===== config.mk =====
export PLATFORM = sky130hd
export DESIGN_NAME = exc_ctrl_flat
export DESIGN_NICKNAME = d
export VERILOG_FILES = /design/src/rtl/exc_ctrl_if.sv /design/src/rtl/exc_ctrl.sv /design/src/flat_wrapper.sv
export SDC_FILE = /design/constraint.sdc
export NUM_CORES = 1
export LEC_CHECK = 0
export BUFFER_PORTS_ARGS = -buffer_cell sky130_fd_sc_hd__buf_2
export CAP_MARGIN = 15
export CORE_AREA = 2 2 151 153
export DETAILED_ROUTE_END_ITERATION = 12
export DIE_AREA = 0 0 153 155
export GPL_ROUTABILITY_DRIVEN = 0
export PLACE_DENSITY_LB_ADDON = 0.25
export SLEW_MARGIN = 30
export SYNTH_ARGS = -nofsm -noshare
export SYNTH_HDL_FRONTEND = slang
export SYNTH_SLANG_ARGS = --single-unit

===== constraint.sdc =====
create_clock -name clk -period 2.8 [get_ports clk]
set_clock_uncertainty 0.1 [all_clocks]
set_input_delay 0.7 -clock clk [delete_from_list [all_inputs] [get_ports clk]]
set_output_delay 0.7 -clock clk [all_outputs]
set_load 0.01 [all_outputs]

===== src/rtl/exc_ctrl_if.sv =====
// Bundle between the exception sequencer and its MEM-stage / cp0 / bus neighbours.
// slave = exc_ctrl side, master = the surrounding pipeline and cp0.
interface exc_ctrl_if;
  logic [5:0]  int_i, int_sync_o;
  logic        mem_valid_i, mem_in_delayslot_i, mem_eret_i;
  logic [31:0] mem_pc_i, mem_bad_addr_i;
  logic [7:0]  mem_exc_i;
  logic [31:0] status_i, cause_i, epc_i, ebase_i;
  logic        cp0_we_i;
  logic [4:0]  cp0_waddr_i;
  logic [31:0] cp0_wdata_i;
  logic        bus_busy_i;
  logic        stall_o, in_delayslot_o, flush_o, redirect_o;
  logic [31:0] excepttype_o, cur_inst_addr_o, bad_addr_o, new_pc_o;

  modport slave (
    input  int_i, mem_valid_i, mem_in_delayslot_i, mem_eret_i, mem_pc_i, mem_bad_addr_i,
           mem_exc_i, status_i, cause_i, epc_i, ebase_i, cp0_we_i, cp0_waddr_i,
           cp0_wdata_i, bus_busy_i,
    output int_sync_o, stall_o, in_delayslot_o, flush_o, redirect_o, excepttype_o,
           cur_inst_addr_o, bad_addr_o, new_pc_o
  );
  modport master (
    output int_i, mem_valid_i, mem_in_delayslot_i, mem_eret_i, mem_pc_i, mem_bad_addr_i,
           mem_exc_i, status_i, cause_i, epc_i, ebase_i, cp0_we_i, cp0_waddr_i,
           cp0_wdata_i, bus_busy_i,
    input  int_sync_o, stall_o, in_delayslot_o, flush_o, redirect_o, excepttype_o,
           cur_inst_addr_o, bad_addr_o, new_pc_o
  );
endinterface


===== src/rtl/exc_ctrl.sv =====
// Exception/interrupt sequencer: prioritise MEM exceptions, drain the data bus, one-cycle cp0 commit.
// Optional `EXC_CTRL_CP0_FWD_EN forwards a same-cycle MTC0 to STATUS/CAUSE/EPC into irq_pend and the ERET target.
`ifndef EXC_INT
`define EXC_INT     32'h0000_0001
`define EXC_ADEL    32'h0000_0004
`define EXC_ADES    32'h0000_0005
`define EXC_SYSCALL 32'h0000_0008
`define EXC_BREAK   32'h0000_0009
`define EXC_RI      32'h0000_000a
`define EXC_OVF     32'h0000_000c
`define EXC_TRAP    32'h0000_000d
`define EXC_ERET    32'h0000_000e
`endif

module exc_ctrl #(
  parameter logic [31:0] EXC_VECTOR_OFS  = 32'h0000_0180,
  parameter int          IRQ_SYNC_STAGES = 2
) (
  input logic       clk,
  input logic       rst,
  exc_ctrl_if.slave bus
);
  typedef enum logic [1:0] {IDLE, DRAIN, COMMIT} state_t;
  state_t state, state_nxt;

  logic [IRQ_SYNC_STAGES-1:0][5:0] sync_q;
  always_ff @(posedge clk)
    if (!rst) sync_q <= '0;
    else      sync_q <= {sync_q[IRQ_SYNC_STAGES-2:0], bus.int_i};
  assign bus.int_sync_o = sync_q[IRQ_SYNC_STAGES-1];

  logic [31:0] status_f, cause_f, epc_f;
  always_comb begin
    status_f = bus.status_i;
    cause_f  = bus.cause_i;
    epc_f    = bus.epc_i;
`ifdef EXC_CTRL_CP0_FWD_EN
    // only the software interrupt bits of CAUSE are writable
    if (bus.cp0_we_i) begin
      case (bus.cp0_waddr_i)
        5'd12:   status_f      = bus.cp0_wdata_i;
        5'd13:   cause_f[9:8]  = bus.cp0_wdata_i[9:8];
        5'd14:   epc_f         = bus.cp0_wdata_i;
        default: ;
      endcase
    end
`endif
  end

`ifdef EXC_CTRL_CP0_FWD_EN
  logic unused_cp0;
  assign unused_cp0 = ^{status_f[31:16], status_f[7:2], cause_f[31:16], cause_f[7:0]};
`else
  logic unused_cp0;
  assign unused_cp0 = ^{status_f[31:16], status_f[7:2], cause_f[31:16], cause_f[7:0],
                        bus.cp0_we_i, bus.cp0_waddr_i, bus.cp0_wdata_i};
`endif

  logic irq_pend;
  assign irq_pend = |(cause_f[15:8] & status_f[15:8]) & status_f[0] & ~status_f[1];

  logic        hit;
  logic [31:0] code, bad, tgt;
  always_comb begin
    hit  = 1'b0;
    code = '0;
    bad  = '0;
    if (rst && bus.mem_valid_i) begin
      hit = 1'b1;
      if (irq_pend)              code = `EXC_INT;
      else if (bus.mem_exc_i[0]) begin code = `EXC_ADEL; bad = bus.mem_pc_i; end
      else if (bus.mem_exc_i[1]) code = `EXC_RI;
      else if (bus.mem_exc_i[2]) code = `EXC_OVF;
      else if (bus.mem_exc_i[3]) code = `EXC_TRAP;
      else if (bus.mem_exc_i[4]) code = `EXC_SYSCALL;
      else if (bus.mem_exc_i[5]) code = `EXC_BREAK;
      else if (bus.mem_exc_i[6]) begin code = `EXC_ADEL; bad = bus.mem_bad_addr_i; end
      else if (bus.mem_exc_i[7]) begin code = `EXC_ADES; bad = bus.mem_bad_addr_i; end
      else if (bus.mem_eret_i)   code = `EXC_ERET;
      else                       hit = 1'b0;
    end
  end
  assign tgt = (code == `EXC_ERET) ? epc_f : bus.ebase_i + EXC_VECTOR_OFS;

  logic [31:0] code_q, pc_q, bad_q, tgt_q;
  logic        ds_q;
  always_ff @(posedge clk)
    if (!rst) begin
      code_q <= '0;
      pc_q   <= '0;
      bad_q  <= '0;
      tgt_q  <= '0;
      ds_q   <= 1'b0;
    end else if (state == IDLE && hit) begin
      code_q <= code;
      pc_q   <= bus.mem_pc_i;
      bad_q  <= bad;
      tgt_q  <= tgt;
      ds_q   <= bus.mem_in_delayslot_i;
    end

  always_ff @(posedge clk)
    if (!rst) state <= IDLE;
    else      state <= state_nxt;

  // outputs are gated by rst so a reset cycle can never leak a commit or stall
  always_comb begin
    state_nxt           = state;
    bus.stall_o         = 1'b0;
    bus.excepttype_o    = '0;
    bus.flush_o         = 1'b0;
    bus.redirect_o      = 1'b0;
    bus.new_pc_o        = '0;
    bus.cur_inst_addr_o = '0;
    bus.bad_addr_o      = '0;
    bus.in_delayslot_o  = 1'b0;
    if (rst) begin
      case (state)
        IDLE: if (hit) begin
          bus.stall_o = 1'b1;
          state_nxt   = bus.bus_busy_i ? DRAIN : COMMIT;
        end
        DRAIN: begin
          bus.stall_o = 1'b1;
          if (!bus.bus_busy_i) state_nxt = COMMIT;
        end
        COMMIT: begin
          bus.excepttype_o    = code_q;
          bus.flush_o         = 1'b1;
          bus.redirect_o      = 1'b1;
          bus.new_pc_o        = tgt_q;
          bus.cur_inst_addr_o = pc_q;
          bus.bad_addr_o      = bad_q;
          bus.in_delayslot_o  = ds_q;
          state_nxt           = IDLE;
        end
        default: state_nxt = IDLE;
      endcase
    end
  end
endmodule

===== src/flat_wrapper.sv =====
// flat-port wrapper written by rule: the top's interface ports become plain ports
module exc_ctrl_flat 
#(
  parameter logic [31:0] EXC_VECTOR_OFS  = 32'h0000_0180,
  parameter int          IRQ_SYNC_STAGES = 2
)
  (clk, rst, bus_int_i, bus_mem_valid_i, bus_mem_in_delayslot_i, bus_mem_eret_i, bus_mem_pc_i, bus_mem_bad_addr_i, bus_mem_exc_i, bus_status_i, bus_cause_i, bus_epc_i, bus_ebase_i, bus_cp0_we_i, bus_cp0_waddr_i, bus_cp0_wdata_i, bus_bus_busy_i, bus_int_sync_o, bus_stall_o, bus_in_delayslot_o, bus_flush_o, bus_redirect_o, bus_excepttype_o, bus_cur_inst_addr_o, bus_bad_addr_o, bus_new_pc_o);
  exc_ctrl_if bus_i ();
  input logic clk;
  input logic rst;
  input wire logic [$bits(bus_i.int_i)-1:0] bus_int_i;
  input wire logic [$bits(bus_i.mem_valid_i)-1:0] bus_mem_valid_i;
  input wire logic [$bits(bus_i.mem_in_delayslot_i)-1:0] bus_mem_in_delayslot_i;
  input wire logic [$bits(bus_i.mem_eret_i)-1:0] bus_mem_eret_i;
  input wire logic [$bits(bus_i.mem_pc_i)-1:0] bus_mem_pc_i;
  input wire logic [$bits(bus_i.mem_bad_addr_i)-1:0] bus_mem_bad_addr_i;
  input wire logic [$bits(bus_i.mem_exc_i)-1:0] bus_mem_exc_i;
  input wire logic [$bits(bus_i.status_i)-1:0] bus_status_i;
  input wire logic [$bits(bus_i.cause_i)-1:0] bus_cause_i;
  input wire logic [$bits(bus_i.epc_i)-1:0] bus_epc_i;
  input wire logic [$bits(bus_i.ebase_i)-1:0] bus_ebase_i;
  input wire logic [$bits(bus_i.cp0_we_i)-1:0] bus_cp0_we_i;
  input wire logic [$bits(bus_i.cp0_waddr_i)-1:0] bus_cp0_waddr_i;
  input wire logic [$bits(bus_i.cp0_wdata_i)-1:0] bus_cp0_wdata_i;
  input wire logic [$bits(bus_i.bus_busy_i)-1:0] bus_bus_busy_i;
  output wire logic [$bits(bus_i.int_sync_o)-1:0] bus_int_sync_o;
  output wire logic [$bits(bus_i.stall_o)-1:0] bus_stall_o;
  output wire logic [$bits(bus_i.in_delayslot_o)-1:0] bus_in_delayslot_o;
  output wire logic [$bits(bus_i.flush_o)-1:0] bus_flush_o;
  output wire logic [$bits(bus_i.redirect_o)-1:0] bus_redirect_o;
  output wire logic [$bits(bus_i.excepttype_o)-1:0] bus_excepttype_o;
  output wire logic [$bits(bus_i.cur_inst_addr_o)-1:0] bus_cur_inst_addr_o;
  output wire logic [$bits(bus_i.bad_addr_o)-1:0] bus_bad_addr_o;
  output wire logic [$bits(bus_i.new_pc_o)-1:0] bus_new_pc_o;
  assign bus_i.int_i = bus_int_i;
  assign bus_i.mem_valid_i = bus_mem_valid_i;
  assign bus_i.mem_in_delayslot_i = bus_mem_in_delayslot_i;
  assign bus_i.mem_eret_i = bus_mem_eret_i;
  assign bus_i.mem_pc_i = bus_mem_pc_i;
  assign bus_i.mem_bad_addr_i = bus_mem_bad_addr_i;
  assign bus_i.mem_exc_i = bus_mem_exc_i;
  assign bus_i.status_i = bus_status_i;
  assign bus_i.cause_i = bus_cause_i;
  assign bus_i.epc_i = bus_epc_i;
  assign bus_i.ebase_i = bus_ebase_i;
  assign bus_i.cp0_we_i = bus_cp0_we_i;
  assign bus_i.cp0_waddr_i = bus_cp0_waddr_i;
  assign bus_i.cp0_wdata_i = bus_cp0_wdata_i;
  assign bus_i.bus_busy_i = bus_bus_busy_i;
  assign bus_int_sync_o = bus_i.int_sync_o;
  assign bus_stall_o = bus_i.stall_o;
  assign bus_in_delayslot_o = bus_i.in_delayslot_o;
  assign bus_flush_o = bus_i.flush_o;
  assign bus_redirect_o = bus_i.redirect_o;
  assign bus_excepttype_o = bus_i.excepttype_o;
  assign bus_cur_inst_addr_o = bus_i.cur_inst_addr_o;
  assign bus_bad_addr_o = bus_i.bad_addr_o;
  assign bus_new_pc_o = bus_i.new_pc_o;
  exc_ctrl #(.EXC_VECTOR_OFS(EXC_VECTOR_OFS), .IRQ_SYNC_STAGES(IRQ_SYNC_STAGES)) u_core (.clk(clk), .rst(rst), .bus(bus_i));
endmodule

# After elaboration in Yosys (flattened, before gate mapping)
# Index checks and enable logic that the tools add are counted.
# classes
n_addsub	1
n_eq_ne	5
mux	52
n_bitwise	4
reduce_logical	5
# op_table
op	count
two-way mux 32 bit	29
adder 32 x 9 -> 32 bit, second input constant	1
== test 32 x 4 -> 1 bit, second input constant	1
two-way mux 1 bit	17
bitwise AND 8 bit	1
OR reduction 8 bit	1
two-way mux 2 bit	3
two-way mux 4 bit	1
case mux 2 bit (2 select lines)	1
bitwise AND 1 bit	2
== test 2 x 1 -> 1 bit, second input constant	1
== test 2 bit, second input constant	1
logical AND 1 bit	2
logical NOT 2 bit	1
!= test 2 x 1 -> 1 bit, second input constant	1
!= test 2 bit, second input constant	1
case mux 1 bit (2 select lines)	1
AND reduction 2 bit	1
inverter 1 bit	1
# word_totals
reg_bits	143
input_bits	250
out_inout_bits	138

# Logic depth before layout (Yosys ltp)
# Gate-level depths: netlist of the first run.
# depth
depth_word	14
mapped_depth	7
depth_no_buf	6

# Worst setup path after synthesis of the first run
# Ideal clock, no wire load.
# synth_path
path_type	input to output
startpoint	input port bus_status_i[1]
endpoint	output port bus_stall_o
arrival_ps	1552
setup_slack_ps	448
cell_stages	4
n_path_buf	0
cell_sequence	nand2b_1 a41oi_2 o21ai_0 a21oi_1
# synth_via
elab_chain_len	7
# synth_lines
element	line_no	rtl
from (decl)	flat_wrapper.sv:18	input wire logic [$bits(bus_i.status_i)-1:0] bus_status_i;
inverter 1 bit	exc_ctrl.sv:60	assign irq_pend = |(cause_f[15:8] & status_f[15:8]) & status_f[0] & ~status_f[1];
bitwise AND 1 bit	exc_ctrl.sv:60	
two-way mux 1 bit	exc_ctrl.sv:70	if (irq_pend) code = `EXC_INT;
two-way mux 1 bit	exc_ctrl.sv:68	if (rst && bus.mem_valid_i) begin
two-way mux 1 bit	exc_ctrl.sv:119	IDLE: if (hit) begin
case mux 1 bit (2 select lines)	exc_ctrl.sv:118	case (state)
two-way mux 1 bit	exc_ctrl.sv:117	if (rst) begin
to (decl)	flat_wrapper.sv:27	output wire logic [$bits(bus_i.stall_o)-1:0] bus_stall_o;
# Every way passes these cells.

# Worst setup path in the final report of the first run
# layout_path
startpoint	input port bus_mem_exc_i[5]
endpoint	output port bus_stall_o
# layout_via
elab_chain_len	11
# layout_lines
element	line_no	rtl
from (decl)	flat_wrapper.sv:17	input wire logic [$bits(bus_i.mem_exc_i)-1:0] bus_mem_exc_i;
two-way mux 1 bit	exc_ctrl.sv:76	else if (bus.mem_exc_i[5]) code = `EXC_BREAK;
two-way mux 1 bit	exc_ctrl.sv:75	else if (bus.mem_exc_i[4]) code = `EXC_SYSCALL;
two-way mux 1 bit	exc_ctrl.sv:74	else if (bus.mem_exc_i[3]) code = `EXC_TRAP;
two-way mux 1 bit	exc_ctrl.sv:73	else if (bus.mem_exc_i[2]) code = `EXC_OVF;
two-way mux 1 bit	exc_ctrl.sv:72	else if (bus.mem_exc_i[1]) code = `EXC_RI;
two-way mux 1 bit	exc_ctrl.sv:71	else if (bus.mem_exc_i[0]) begin code = `EXC_ADEL; bad = bus.mem_pc_i; end
two-way mux 1 bit	exc_ctrl.sv:70	
two-way mux 1 bit	exc_ctrl.sv:68	
two-way mux 1 bit	exc_ctrl.sv:119	
case mux 1 bit (2 select lines)	exc_ctrl.sv:118	
two-way mux 1 bit	exc_ctrl.sv:117	
# Every way passes these cells.

==> qor.yml, run 1 <==
run_status:
  outcome: "completed"
clocking:
  postCtsSetupRepairBufs: 0
  cts_tree: "built"
  h-tree-depth: 4
  clock_path_buffers: 2
  clkLatencyLatePin_ns: 0.40
  cts_resized: 0
  clkTransAtPathRegs_ns: 0.06
  numCtsBuffers: 17
  cts_sinks: 115
  cts.hold.buffers_added: 0
  root_buffer: "clkbuf_16"
cells_and_area:
  multiInputGateArea_um2: 3660
  drive_above_1_share_pct: 36.4
  areaGrowthSynthToFinish_pct: 33.5
  fin_util_pct: 38.6
  nets: 1270
  seq_area_um2: 2300
  final_cells: 1317
  fillers: 2362
  antenna-diode-count: 0
sta:
  hold_viol_final: 0
  worst_pin_slew_ns: 0.632
  slew_viol_final: 0
  slew_headroom_pct: 57.9
  fmax_mhz: 389
  tns_ns: 0
  timing.final.crit_share_pct: 91.9
  rsz0062_at_grt: "no"
  period_needed_ns: 2.57
  fin_ws_ns: 0.228
  setup_viol: 0
synth:
  yosysMostFrequentCell: "and2_1"
  synth_top_area_share_pct: 35.8
  synth_area_leaders: "dfxtp_1, and2_1, a22oi_2"
  yosysTopAreaCell: "dfxtp_1"
  synth_ff_type: "dfxtp_1"
  yosys_warnings: 0
  synth_edf_count: 0
  syn_avg_cell_area_um2: 8.37
  synth_top_family_by_area: "simple AND/OR/NAND/NOR gates"
  synthTopCellsByCount: "and2_1, dfxtp_1, nand2_1, buf_4, o21ai_0"
  synthAdderAreaFrac_pct: 0.194
  ys_seq_area_share_pct: 35.8
  synthXorXnorAreaFrac_pct: 1.50
  yosys-mux-area-fraction_pct: 0.467
  synth_cell_types: 53
  synth_simple_gate_area_share_pct: 29.0
  syn-cell-area_um2: 6430
  synth_compound_area_share_pct: 23.8
  ys_async_sr_fraction_pct: 0
  ys_seq_elements: 115
  syn_inst: 769
die:
  num_io_pins: 388
  core_um2: 22200
  die_h_um: 155
  die_area_um2: 23700
  die_w_um: 153
  start_util_pct: 28.9
  rows: 55
routing:
  drt_first_pass_iters: 4
  drt-total-wl_mm: 20.0
  final_antenna_net_count: 0
  drc_errors: 0
  num_vias: 6097
  drt-vias-per-instance: 4.63
  wire_per_inst_um: 15.2
  drt_iter0_markers: 222
critical_path:
  critPathArrivalTime_ns: 1.77
  max_stage_delay_ns: 0.37
  crit_path_max_fanout: 4
  cp-start-kind: "input port"
  crit_type: "in2out"
  slowest_stage: "nor4_2"
  end_kind: "primary output"
  cp.required_ns: 2.00
  path_cells: "buf_2 > nor4_2 > nand3_1 > o21ai_0 > a21oi_1 > buf_2"
  crit_top_cell: "buf_2"
placed_design:
  pre_cts_ws_ns: 0.109
  port_buffers: 275
  hpwlAfterDp_mm: 13.9
  post-place-cells: 1285
global_routing:
  grt_pass1_wl_mm: 31.3
  grt_max_degree: 73
  grt_pass1_vias: 5923
  grt_antenna_before_repair: 1
  grt_overflow: 0
  grtUsageTotal_pct: 16.5
power:
  p_per_area_nw_per_um2: 524
  p_leak_nw: 3.87
  peakVddDrop_mv: 0.343
min_path:
  worstHoldPathType: "reg2reg"
job:
  max-cap-violations: 0
==> path summary, 6_finish.rpt <==
kind,from,to,slack (ns),depth (start not counted)
min reg2reg,u_core.sync_q[2],u_core.bus.int_sync_o[2],0.33,1
max reg2reg,u_core.state[1],u_core.pc_q[7],1.04,7
max,bus_mem_exc_i[5],bus_stall_o,0.23,6
min,u_core.sync_q[2],u_core.bus.int_sync_o[2],0.33,1
==> critical path, delay by kind of cell <==
kind | cells | cell delay, ns
AO/OA/AOI/OAI | 2 | 0.28
AND/OR/NAND/NOR | 2 | 0.52
buffers and inverters | 2 | 0.27
==> state kept, by name, summed over array words and instances (netlist names) <==
name and count:
u_core.tgt_q 32, u_core.ds_q 1, u_core.code_q 4, u_core.pc_q 32, u_core.state 2, u_core.bad_q 32
u_core.bus.int_sync_o 6, u_core.sync_q 6
==> cells in the final DEF (no fill, tap or decap), drive strengths merged, types with 3 or more instances in the layout <==
master,count
buf,301
and2,150
dfxtp,115
nand2,92
o21ai,49
a21boi,36
a22oi,36
o2bb2ai,32
nand3,29
conb,28
clkbuf,19
nor2,17
nor4,12
nor3,10
xor2,9
a31oi,9
a21oi,8
o21a,8
nand4,7
inv,6
clkinv,5
nor3b,4
or3,4
nand2b,3
o31ai,3
o31a,3
a32o,3
mux2i,3
clkinvlp,3
or4,3
or2,3
==> cell families (layout without fill, tap and decap cells) <==
group                      after synthesis  in the layout
and+or+nand+nor                        342            342
AOI/OAI and AO/OA                      196            196
DFF                                    115            115
buffers and inverters                  100            336
xor gates and xnor gates                11             11
muxes                                    3              3
adders and majority gates                1              1
other                                    1             28
==> where the power goes <==
part	internal (mW)	total (mW)	switching, mW
Sequential	1.72	1.75	0.0332
Clock	1.37	2.21	0.842
Combinational	0.243	0.538	0.295
==> metrics by stage <==
step                instance area (µm²)  hold WS (ns)  total power, mW
finish                             8590         0.330             4.50
global route                       8590         0.344             4.73
CTS                                8590         0.335             4.59
detailed placement                 7990         0.319             2.33
global placement                   7990         0.313             2.33
floorplan                          6540         0.312             2.11
==> metal layers <==
metal	share of wire (%)	track usage, %
met1	44	20.0
met2	48	28.6
met3	7.1	5.32
met4	0.93	3.66
met5	0.065	0
==> final cells by class <==
type                    instances  area share (%)
multi-input cells             581            42.6
flip-flops and latches        115            26.8
repair buffers                301            19.3
clock buffers                  19            5.27
well taps                     285            4.15
clock inverters                13            1.73
inverters                       3           0.131
(Power assumes the default switching activity.)
==> inputs of run 2 (changes only) <==
--- a/config.mk
+++ b/config.mk
@@ -7,9 +7,9 @@
 export LEC_CHECK = 0
 export BUFFER_PORTS_ARGS = -buffer_cell sky130_fd_sc_hd__buf_2
 export CAP_MARGIN = 15
-export CORE_AREA = 2 2 151 153
+export CORE_AREA = 2 2 152 154
 export DETAILED_ROUTE_END_ITERATION = 12
-export DIE_AREA = 0 0 153 155
+export DIE_AREA = 0 0 154 156
 export GPL_ROUTABILITY_DRIVEN = 0
 export PLACE_DENSITY_LB_ADDON = 0.25
 export SLEW_MARGIN = 30
==> constraint.sdc (replaced) <==
create_clock -name clk -period 2.1 [get_ports clk]
set_clock_uncertainty 0.1 [all_clocks]
set_input_delay 0.525 -clock clk [delete_from_list [all_inputs] [get_ports clk]]
set_output_delay 0.525 -clock clk [all_outputs]
set_load 0.01 [all_outputs]
==> qor.yml, run 2 (synthesis gave the netlist of run 1 again) <==
clocking:
  clkLatencyLatePin_ns: 0.41  # about the same
  root_buffer: "clkbuf_16"
  numCtsBuffers: 17  # unchanged
  clock_path_buffers: 2  # unchanged
  clkTransAtPathRegs_ns: 0.06  # about the same
  h-tree-depth: 4  # unchanged
  cts_sinks: 115  # unchanged
  cts_tree: "built"
cells_and_area:
  final_cells: 1365  # +3.6%
  fin_area_um2: 9440  # +9.9%
  final_cell_mix: "buf_2, and2_1, dfxtp_1"
  final_common_cell: "buf_2"
  drive_above_1_share_pct: 42.5  # +6.1 points
  reg_top3: "u_core.bad_q: 32 flops, u_core.pc_q: 32 flops, u_core.tgt_q: 32 flops"
  areaGrowthSynthToFinish_pct: 46.7
  antenna-diode-count: 0  # unchanged
  nets: 1318  # +3.8%
power:
  swShare_pct: 26.0  # +0.030 points
  power_frac_comb_pct: 13.1  # +1.1 points
  power_frac_seq_pct: 37.6  # -1.3 points
  intPower_mw: 4.59  # +38%
  p_per_area_nw_per_um2: 658  # +26%
  p_sw_mw: 1.62  # +38%
  peakVddDrop_mv: 0.429  # +25%
  power.total_mw: 6.21  # +38%
  p_leak_nw: 4.22  # +9.0%
  p_clk_share_pct: 49.2  # about the same
critical_path:
  cp-start-kind: "flop"
  critPathArrivalTime_ns: 1.56  # -0.21 ns
  reg2regPathDepth: 6  # -1
  crit_type: "reg2out"
  crit_path_max_fanout: 7  # +3
  end_kind: "primary output"
  cp.required_ns: 1.47  # -0.53 ns
min_path:
  worstHoldPathType: "in2reg"
  min_path_cells: 2  # +1
die:
  start_util_pct: 28.8  # -0.18 points
  die_w_um: 154  # +0.65%
  core_um2: 22400  # +0.62%
  die_area_um2: 24000  # +1.3%
  die_h_um: 156  # +0.65%
  rows: 55  # unchanged
  num_io_pins: 388  # unchanged
sta:
  setup_viol: 80  # +80
  fmax_mhz: 457
  timing.final.crit_share_pct: 104
  rsz0062_at_grt: "yes"
  slew_viol_final: 0  # unchanged
  hold_viol_final: 0  # unchanged
  slew_headroom_pct: 53.0  # -4.9 points
  worst_pin_slew_ns: 0.705  # +0.0736 ns
  fin_ws_ns: -0.0878  # -0.316 ns
  period_needed_ns: 2.19
global_routing:
  grt_overflow: 0  # unchanged
  grt_max_degree: 84  # +15%
  grt_antenna_before_repair: 2  # +1
  grtUsageTotal_pct: 17.2  # +0.69 points
  grt_pass1_wl_mm: 32.6  # +4.0%
  grt_pass1_vias: 6033  # +1.9%
job:
  max-cap-violations: 0  # unchanged
routing:
  drt-total-wl_mm: 21.5  # +7.2%
  drt-vias-per-instance: 4.65  # +0.49%
  drt_first_pass_iters: 4  # unchanged
  top_layer_used: "met5"
  num_vias: 6350  # +4.1%
  drc_errors: 0  # unchanged
  final_antenna_net_count: 0  # unchanged
  drt-met1-wl_mm: 9.28  # +5.9%
  met2WireLength_mm: 10.4  # +7.3%
  drt_iter0_markers: 232  # +4.5%
  wl_met3_mm: 1.57  # +11%
  wire_per_inst_um: 15.7  # +3.5%
placed_design:
  pre_cts_ws_ns: -0.252  # -0.360 ns
  port_buffers: 275  # unchanged
  hpwlAfterDp_mm: 14.6  # +5.5%
  post-place-cells: 1322  # +2.9%
  placed_cell_area_um2: 8290  # +3.9%
run_status:
  violations: "negative setup slack"
  outcome: "finished with violations"
run 2: final timing paths:
check,slack (ns),end,from
worst max-delay path,-0.09,bus_bad_addr_o[12],u_core.state[0]
worst min-delay path,0.17,u_core.state[1],bus_bus_busy_i
worst max register to register,0.36,u_core.pc_q[15],u_core.state[1]
worst min register to register,0.33,u_core.bus.int_sync_o[1],u_core.sync_q[1]
run 2: power groups by stage:
stage / logic, mW / clock network [mW] / registers, mW
global placement: 0.768 / 0 / 2.38
global route: 0.898 / 3.26 / 2.35
finish: 0.815 / 3.06 / 2.34
floorplan: 0.451 / 0 / 2.37
detailed placement: 0.773 / 0 / 2.38
CTS: 0.798 / 3.16 / 2.33
run 2: layer usage:
metal	up-vias	GRT usage (%)
li1	3212	-
met1	2894	20.8
met2	220	29.5
met3	20	5.17
met4	4	4.72
met5	-	0
run 2: critical path, cell delays in order (launching register included):
cell,delay (ns)
dfxtp_2,0.32
inv_2,0.05
and3_4,0.23
buf_12,0.15
clkbuf_16,0.16
and2_4,0.14
buf_6,0.09
run 2: repair_timing:
item | 4_1_cts | 5_1_grt
endpoints found under the setup margin | 102 | 104
gates cloned | 2 | 2
resized for setup | 14 | 66
hold buffers | 0 | 0
setup buffers | 3 | 4
pin swaps | 0 | 26
run 2: layout make-up:
class                      count  area [µm²]
clock buffer                  18         439
clock inverter                14         175
fill                        2276       12900
inverter                       3        11.3
multi-input combinational    581        3780
sequential                   115        2300
tap                          285         357
timing repair buffer         349        2370
run 2: per-stage QoR:
stage | util [%] | setup TNS [ns] | hold WS, ns
3_3_place_gp | 37.1 | -15.46 | 0.313
4_1_cts | 40.5 | -7.43 | 0.152
3_5_place_dp | 37.1 | -15.80 | 0.317
6_report | 42.2 | -2.67 | 0.167
2_1_floorplan | - | 0 | 0.312
5_1_grt | 42.2 | -11.02 | 0.145
